**src/rtl/board_reader.sv**
```systemverilog
// Captures a frozen snapshot of the cellular-automaton board and streams it out
// as fixed-width words over valid/ready, accumulating the live-cell population.
module board_reader #(
    parameter int unsigned BOARD_WIDTH  = 32,
    parameter int unsigned BOARD_HEIGHT = 32,
    parameter int unsigned WORD_WIDTH   = 32,
    localparam int unsigned SIZE      = BOARD_WIDTH * BOARD_HEIGHT,
    localparam int unsigned NUM_WORDS = (SIZE + WORD_WIDTH - 1) / WORD_WIDTH,
    localparam int unsigned IDX_W     = (NUM_WORDS > 1) ? $clog2(NUM_WORDS) : 1,
    localparam int unsigned CNT_W     = $clog2(SIZE + 1)
) (
    input  logic                  clk,
    input  logic                  rst_n,
    input  logic [SIZE:0]         board_state,
    input  logic                  start,
    output logic                  busy,
    output logic                  done,
    output logic [WORD_WIDTH-1:0] out_data,
    output logic                  out_valid,
    input  logic                  out_ready,
    output logic                  out_last,
    output logic [IDX_W-1:0]      out_index,
    output logic [CNT_W-1:0]      alive_count
);

    // Word slots are rounded up to a power of two so out_index can never address past the array.
    localparam int unsigned SLOTS = 1 << IDX_W;
    localparam int unsigned PAD_W = SLOTS * WORD_WIDTH;

    typedef enum logic {
        S_IDLE,
        S_SEND
    } state_t;

    state_t                  state_q, state_d;
    logic [WORD_WIDTH-1:0]   snap_q [SLOTS];
    logic [WORD_WIDTH-1:0]   snap_d [SLOTS];
    logic [WORD_WIDTH-1:0]   cap_words [SLOTS];
    logic [PAD_W-1:0]        board_pad;
    logic                    busy_q, busy_d;
    logic                    done_q, done_d;
    logic [WORD_WIDTH-1:0]   out_data_q, out_data_d;
    logic                    out_valid_q, out_valid_d;
    logic                    out_last_q, out_last_d;
    logic [IDX_W-1:0]        out_index_q, out_index_d;
    logic [CNT_W-1:0]        alive_count_q, alive_count_d;
    logic [CNT_W-1:0]        acc_q, acc_d;
    logic [CNT_W-1:0]        word_pop;
    logic [CNT_W-1:0]        acc_sum;
    logic [IDX_W-1:0]        idx_nxt;
    logic                    unused_edge_bit;

    // The off-board edge bit is deliberately dropped; unused padding reads as zero.
    assign unused_edge_bit = board_state[SIZE];
    assign board_pad       = PAD_W'(board_state[SIZE-1:0]);

    always_comb begin
        for (int w = 0; w < int'(SLOTS); w++) begin
            cap_words[w] = board_pad[w*WORD_WIDTH +: WORD_WIDTH];
        end
    end

    assign word_pop = CNT_W'($countones(out_data_q));
    assign acc_sum  = acc_q + word_pop;
    assign idx_nxt  = out_index_q + IDX_W'(1);

    // Next-state and output decode.
    always_comb begin
        state_d       = state_q;
        snap_d        = snap_q;
        busy_d        = busy_q;
        done_d        = 1'b0;
        out_data_d    = out_data_q;
        out_valid_d   = out_valid_q;
        out_last_d    = out_last_q;
        out_index_d   = out_index_q;
        alive_count_d = alive_count_q;
        acc_d         = acc_q;

        case (state_q)
            S_IDLE: begin
                if (start) begin
                    state_d     = S_SEND;
                    snap_d      = cap_words;
                    acc_d       = '0;
                    out_index_d = '0;
                    out_data_d  = cap_words[0];
                    out_last_d  = (NUM_WORDS == 1);
                    out_valid_d = 1'b1;
                    busy_d      = 1'b1;
                end
            end
            S_SEND: begin
                if (out_ready) begin
                    acc_d = acc_sum;
                    if (out_last_q) begin
                        state_d       = S_IDLE;
                        alive_count_d = acc_sum;
                        done_d        = 1'b1;
                        busy_d        = 1'b0;
                        out_valid_d   = 1'b0;
                        out_last_d    = 1'b0;
                        out_data_d    = '0;
                        out_index_d   = '0;
                    end else begin
                        out_index_d = idx_nxt;
                        out_data_d  = snap_q[idx_nxt];
                        out_last_d  = (idx_nxt == IDX_W'(NUM_WORDS - 1));
                    end
                end
            end
            default: begin
                state_d = S_IDLE;
            end
        endcase
    end

    always_ff @(posedge clk or negedge rst_n) begin
        if (!rst_n) begin
            state_q       <= S_IDLE;
            snap_q        <= '{default: '0};
            busy_q        <= 1'b0;
            done_q        <= 1'b0;
            out_data_q    <= '0;
            out_valid_q   <= 1'b0;
            out_last_q    <= 1'b0;
            out_index_q   <= '0;
            alive_count_q <= '0;
            acc_q         <= '0;
        end else begin
            state_q       <= state_d;
            snap_q        <= snap_d;
            busy_q        <= busy_d;
            done_q        <= done_d;
            out_data_q    <= out_data_d;
            out_valid_q   <= out_valid_d;
            out_last_q    <= out_last_d;
            out_index_q   <= out_index_d;
            alive_count_q <= alive_count_d;
            acc_q         <= acc_d;
        end
    end

    assign busy        = busy_q;
    assign done        = done_q;
    assign out_data    = out_data_q;
    assign out_valid   = out_valid_q;
    assign out_last    = out_last_q;
    assign out_index   = out_index_q;
    assign alive_count = alive_count_q;

endmodule

```
**config.mk**
```make
export PLATFORM = sky130hd
export DESIGN_NAME = board_reader
export DESIGN_NICKNAME = d
export VERILOG_FILES = /design/src/rtl/board_reader.sv
export SDC_FILE = /design/constraint.sdc
export NUM_CORES = 2
export LEC_CHECK = 0
export ABC_AREA = 1
export BUFFER_PORTS_ARGS = -buffer_cell sky130_fd_sc_hd__buf_2
export CAP_MARGIN = 15
export CORE_AREA = 2 2 425 427
export CTS_CLUSTER_DIAMETER = 120
export CTS_CLUSTER_SIZE = 10
export DETAILED_ROUTE_END_ITERATION = 10
export DIE_AREA = 0 0 427 429
export PLACE_DENSITY = 0.49
export SYNTH_ARGS = -nofsm -noshare
export SYNTH_HDL_FRONTEND = slang
export SYNTH_SLANG_ARGS = --single-unit
```
**constraint.sdc**
```tcl
create_clock -name clk -period 7 [get_ports clk]
set_input_delay 0.7 -clock clk [delete_from_list [all_inputs] [get_ports clk]]
set_output_delay 0.7 -clock clk [all_outputs]
set_load 0.005 [all_outputs]
```
==> metrics.md <==
| Metric | Value |
|---|---|
| Compound-gate portion of the synthesized area | `less than 1%` |
| Synthesized area per cell | `slightly above 7 um2` |
| DP HPWL | `~180000 um` |
| Crit share post-route | `roughly three quarters` |
| Post-synthesis cell area | `52110 um2` |
| Area contributors post-synth | `dfrtp_1 52%, nand2_1 34%, nand3_1 7.2%, clkbuf_1 2.1%, buf_2 1.3%` |
| Max stage delay on crit path | `around 0.55 ns` |
| Grt ovf | `0` |
| Max-Cap Viols | `0` |
| Simple-gate share of the synthesized area | `between 40 and 50%` |
| Final Setup Violations | `0` |
| R2R Path End | `acc_q[8]` |
| Die area | `approximately 180000 um2` |
| Share of cells above drive strength 1 | `between 15 and 20%` |
| R2R Setup Slk | `1.66 ns` |
| Num rows | `between 150 and 200` |
| CTS tree | `done` |
| CTS Buf Count | `about 120` |
| # clock sinks | `1087` |
| Clk_lat worst skew | `about 0.80 ns` |
| Antenna viol nets, final | `0` |
| Hold Path Depth | `3` |
| CP Class | `flop to flop` |
| P per Cell Area | `564.8 nW/um2` |
| Non-Filler Instances | `10430` |
| Hold Fails Final Rpt | `0` |
| Tmin final | `approximately 5.3 ns` |
| Post-CTS Setup Bufs | `0` |
| Post-synthesis mux area share | `0%` |
| Synth warnings | `0` |
| Pin count of the biggest net entering global routing | `about 210` |
| Vias in the first global route | `roughly 50000` |
| # IOs | `1081` |
| Critical Path AT | `~6 ns` |
| Fin nets | `around 9000` |
| Post-synthesis sequential area ratio | `a little over half` |
| Critical path required time | `between 7 and 8 ns` |
| Synth area leader | `dfrtp_1` |
| Crit-path most repeated cell | `fa_1` |
| First-pass iteration count of the detailed router | `6` |
| Worst-case clock buffer depth | `3` |
| Largest family of logic cells by synthesized area | `simple AND/OR/NAND/NOR gates` |
| CP Cell Sequence | `fa_1 -> inv_1 -> fa_1 -> fa_1 -> fa_1 -> fa_1 -> fa_1 -> fa_1 -> fa_1 -> inv_1 -> nand3_1 -> nand2_1 -> nand2_1 -> o211ai_1 -> nand2_1 -> nand3b_1 -> o21ai_0` |
| Hold endpoint | `snap_q[545]` |
| Setup TNS | `0 ns` |
| HP Start | `board_state[449]` |
| Final Skew | `0.03587 ns` |
| Initial core utilization | `between 20% and 30%` |
| Lkg Pwr | `between 30 and 40 nW` |
| RSZ-0062 raised after global routing | `no` |
| Width of the die | `427 um` |
| Synth unique cells | `27` |
| CP Capture Type | `flop` |
| Slew Limit Fails | `0` |
| IO Port Bufs | `1079` |
| CP startpoint kind | `flop` |
| Post-synthesis xor/xnor area fraction | `less than 1%` |
| Avg WL per Cell | `about 24 um` |
| Syn Nets | `8286` |
| Worst Tran Pin Value | `about 1.2 ns` |
| Cells after Synth | `7214` |
| H-tree depth | `3` |
| Adder-cell area share of the yosys netlist | `under 10%` |
| Vias per cell | `4.862` |
| Vias after detailed routing | `50720` |
| Area share of the largest cell type after synthesis | `a little over half` |
| Clock transition at path regs | `0.07 ns` |
| Number of antenna violations at the first check in global routing | `between 100 and 150` |
| Synth-to-layout area growth | `20.30%` |
| Initial drt markers | `4928` |
| Root buffer cell | `clkbuf_16` |
| R2R Path Start | `out_data[0]` |
| Max-slew headroom | `about 22%` |
| CORE AREA | `178000 um2` |
| DR DRC count | `0` |
| R2R cell count | `17` |
| First-pass GRT wire length | `approximately 350000 um` |
| GPL Wtd Cong | `0.9101` |
| Status | `complete, no violations` |
| VDD IR-drop max | `1634 uV` |
| Max Freq | `0.1873 GHz` |
| DP Cell Count | `between 10000 and 15000` |
| Max stage delay cell, worst path | `fa_1` |
| Hold Crit Class | `input pin to flop` |
| Die Y | `~430 um` |
| Total global routing track utilization | `roughly a quarter` |
| Total Routed Length | `~250000 um` |
| Yosys reg bits | `1087` |
| Critical path fanouts, max | `3` |
cells in the final DEF (no fill, tap or decap):
master / Yosys / final
a21oi_1: 38 / 38
buf_12: 0 / 24
clkinv_16: 0 / 1
o211ai_1: 1 / 1
nand3_2: 1 / 1
xor2_4: 0 / 4
buf_2: 137 / 1078
buf_4: 2 / 39
clkbuf_1: 289 / 1
xnor2_1: 2 / 2
nor2_1: 41 / 40
nor3_1: 3 / 3
inv_16: 0 / 1
nor2_4: 0 / 1
buf_8: 0 / 1
or2_2: 1 / 1
inv_6: 0 / 6
clkinv_1: 2 / 2
nor2_2: 2 / 2
dlygate4sd3_1: 0 / 1
o21ai_0: 50 / 50
inv_8: 0 / 3
nand3b_1: 4 / 4
nand2_1: 4663 / 4663
clkinvlp_4: 0 / 1
ha_4: 0 / 1
dfrtp_4: 0 / 1
xor2_1: 6 / 4
nand3_1: 745 / 745
nand4_1: 1 / 1
ha_1: 17 / 16
fa_1: 26 / 26
o32ai_1: 1 / 1
dfrtp_1: 1087 / 1086
clkbuf_16: 0 / 120
inv_1: 55 / 53
o22ai_1: 3 / 3
diode_2: 0 / 52
cells in the mapped netlist, drive strengths merged:
library cell  instances
nand4                 1
ha                   17
nor3                  3
o21ai                50
o22ai                 3
buf                 172
nand2              4663
o32ai                 1
nand3               746
o211ai                1
a21oi                38
clkinv                2
or2                   1
clkbuf              289
inv                  57
nand3b                4
fa                   26
nor2                 43
xor2                  8
xnor2                 2
dfrtp              1087
registers in the layout, indices dropped and copies added (netlist names):
name and flops:
snap_q 1024, acc_q 11, alive_count 11, out_valid 1, out_index 5, state_q 1
out_data 32, out_last 1, done 1
critical path: cells and delay by family (launching register included):
kind,cells,cell delay [ns]
adders and majority gates,8,3.92
and+or+nand+nor,5,0.42
DFF,1,0.42
buffers and inverters,2,0.22
AOI/OAI and AO/OA,2,0.20
worst max path at each step:
stage,from,end,slack (ns),depth (start not counted)
2_1_floorplan,out_data[11],acc_q[8],2.08,17
3_3_place_gp,out_data[0],acc_q[8],1.75,17
3_5_place_dp,out_data[0],acc_q[8],1.75,17
4_1_cts,out_data[0],acc_q[8],1.71,17
5_1_grt,out_data[0],acc_q[8],1.42,17
6_report,out_data[0],acc_q[8],1.66,17
through the flow:
| step | worst slack [ns] | hold slack, ns | util, % | total power, mW | cell area, um2 |
|---|---|---|---|---|---|
| floorplan | 2.078 | 0.4044 | - | 22.47 | 52110 |
| global placement | 1.751 | 0.4531 | 33.39 | 29.66 | 59440 |
| detailed placement | 1.753 | 0.4584 | 33.39 | 29.85 | 59440 |
| CTS | 1.708 | 0.04375 | 35.14 | 35.64 | 62560 |
| global route | 1.424 | 0.07182 | 35.20 | 38.06 | 62660 |
| finish | 1.662 | 0.1094 | 35.21 | 35.41 | 62690 |
layout make-up:
| type | count | area, um2 |
|---|---|---|
| multi-input cells | 5607 | 22860 |
| fillers | 19580 | 115300 |
| inverters | 59 | 249.0 |
| well taps | 2355 | 2947 |
| clock inverters | 8 | 101.3 |
| repair buffers | 1143 | 6193 |
| flip-flops and latches | 1087 | 27200 |
| diodes | 52 | 130.1 |
| clock buffers | 121 | 3007 |
per-layer routing:
layer  global-route usage [%]  share of wire [%]  vias to the layer above  wire length [um]
met1                    34.84                 42                    24680            105000
met5                        0              0.068                        -               169
met4                    12.56                4.9                       24             12280
met3                    3.960                5.7                      437             14160
met2                    42.24                 47                     1768            117000
li1                         -                  -                    23820                 -
repair_timing:
action | 4_1_cts | 5_1_grt
endpoints found under the hold margin | 57 | 0
hold buffers | 1 | 0
resized for setup | 0 | 0
power breakdown:
group          internal [mW]  leakage [nW]  switching [mW]
combinational           6.03          19.0            12.8
sequential              9.20          13.7            1.71
clock                   3.01          1.52            2.67
total                   18.2          34.2            17.2
kinds of logic (layout without fill, tap and decap cells):
logic type	Yosys count	count (layout)
DFF	1087	1087
other	0	52
buffers and inverters	520	1331
adders and majority gates	43	43
xor gates and xnor gates	10	10
AOI/OAI and AO/OA	93	93
and+or+nand+nor	5461	5461
No activity file was read; power rests on OpenSTA's default activity.
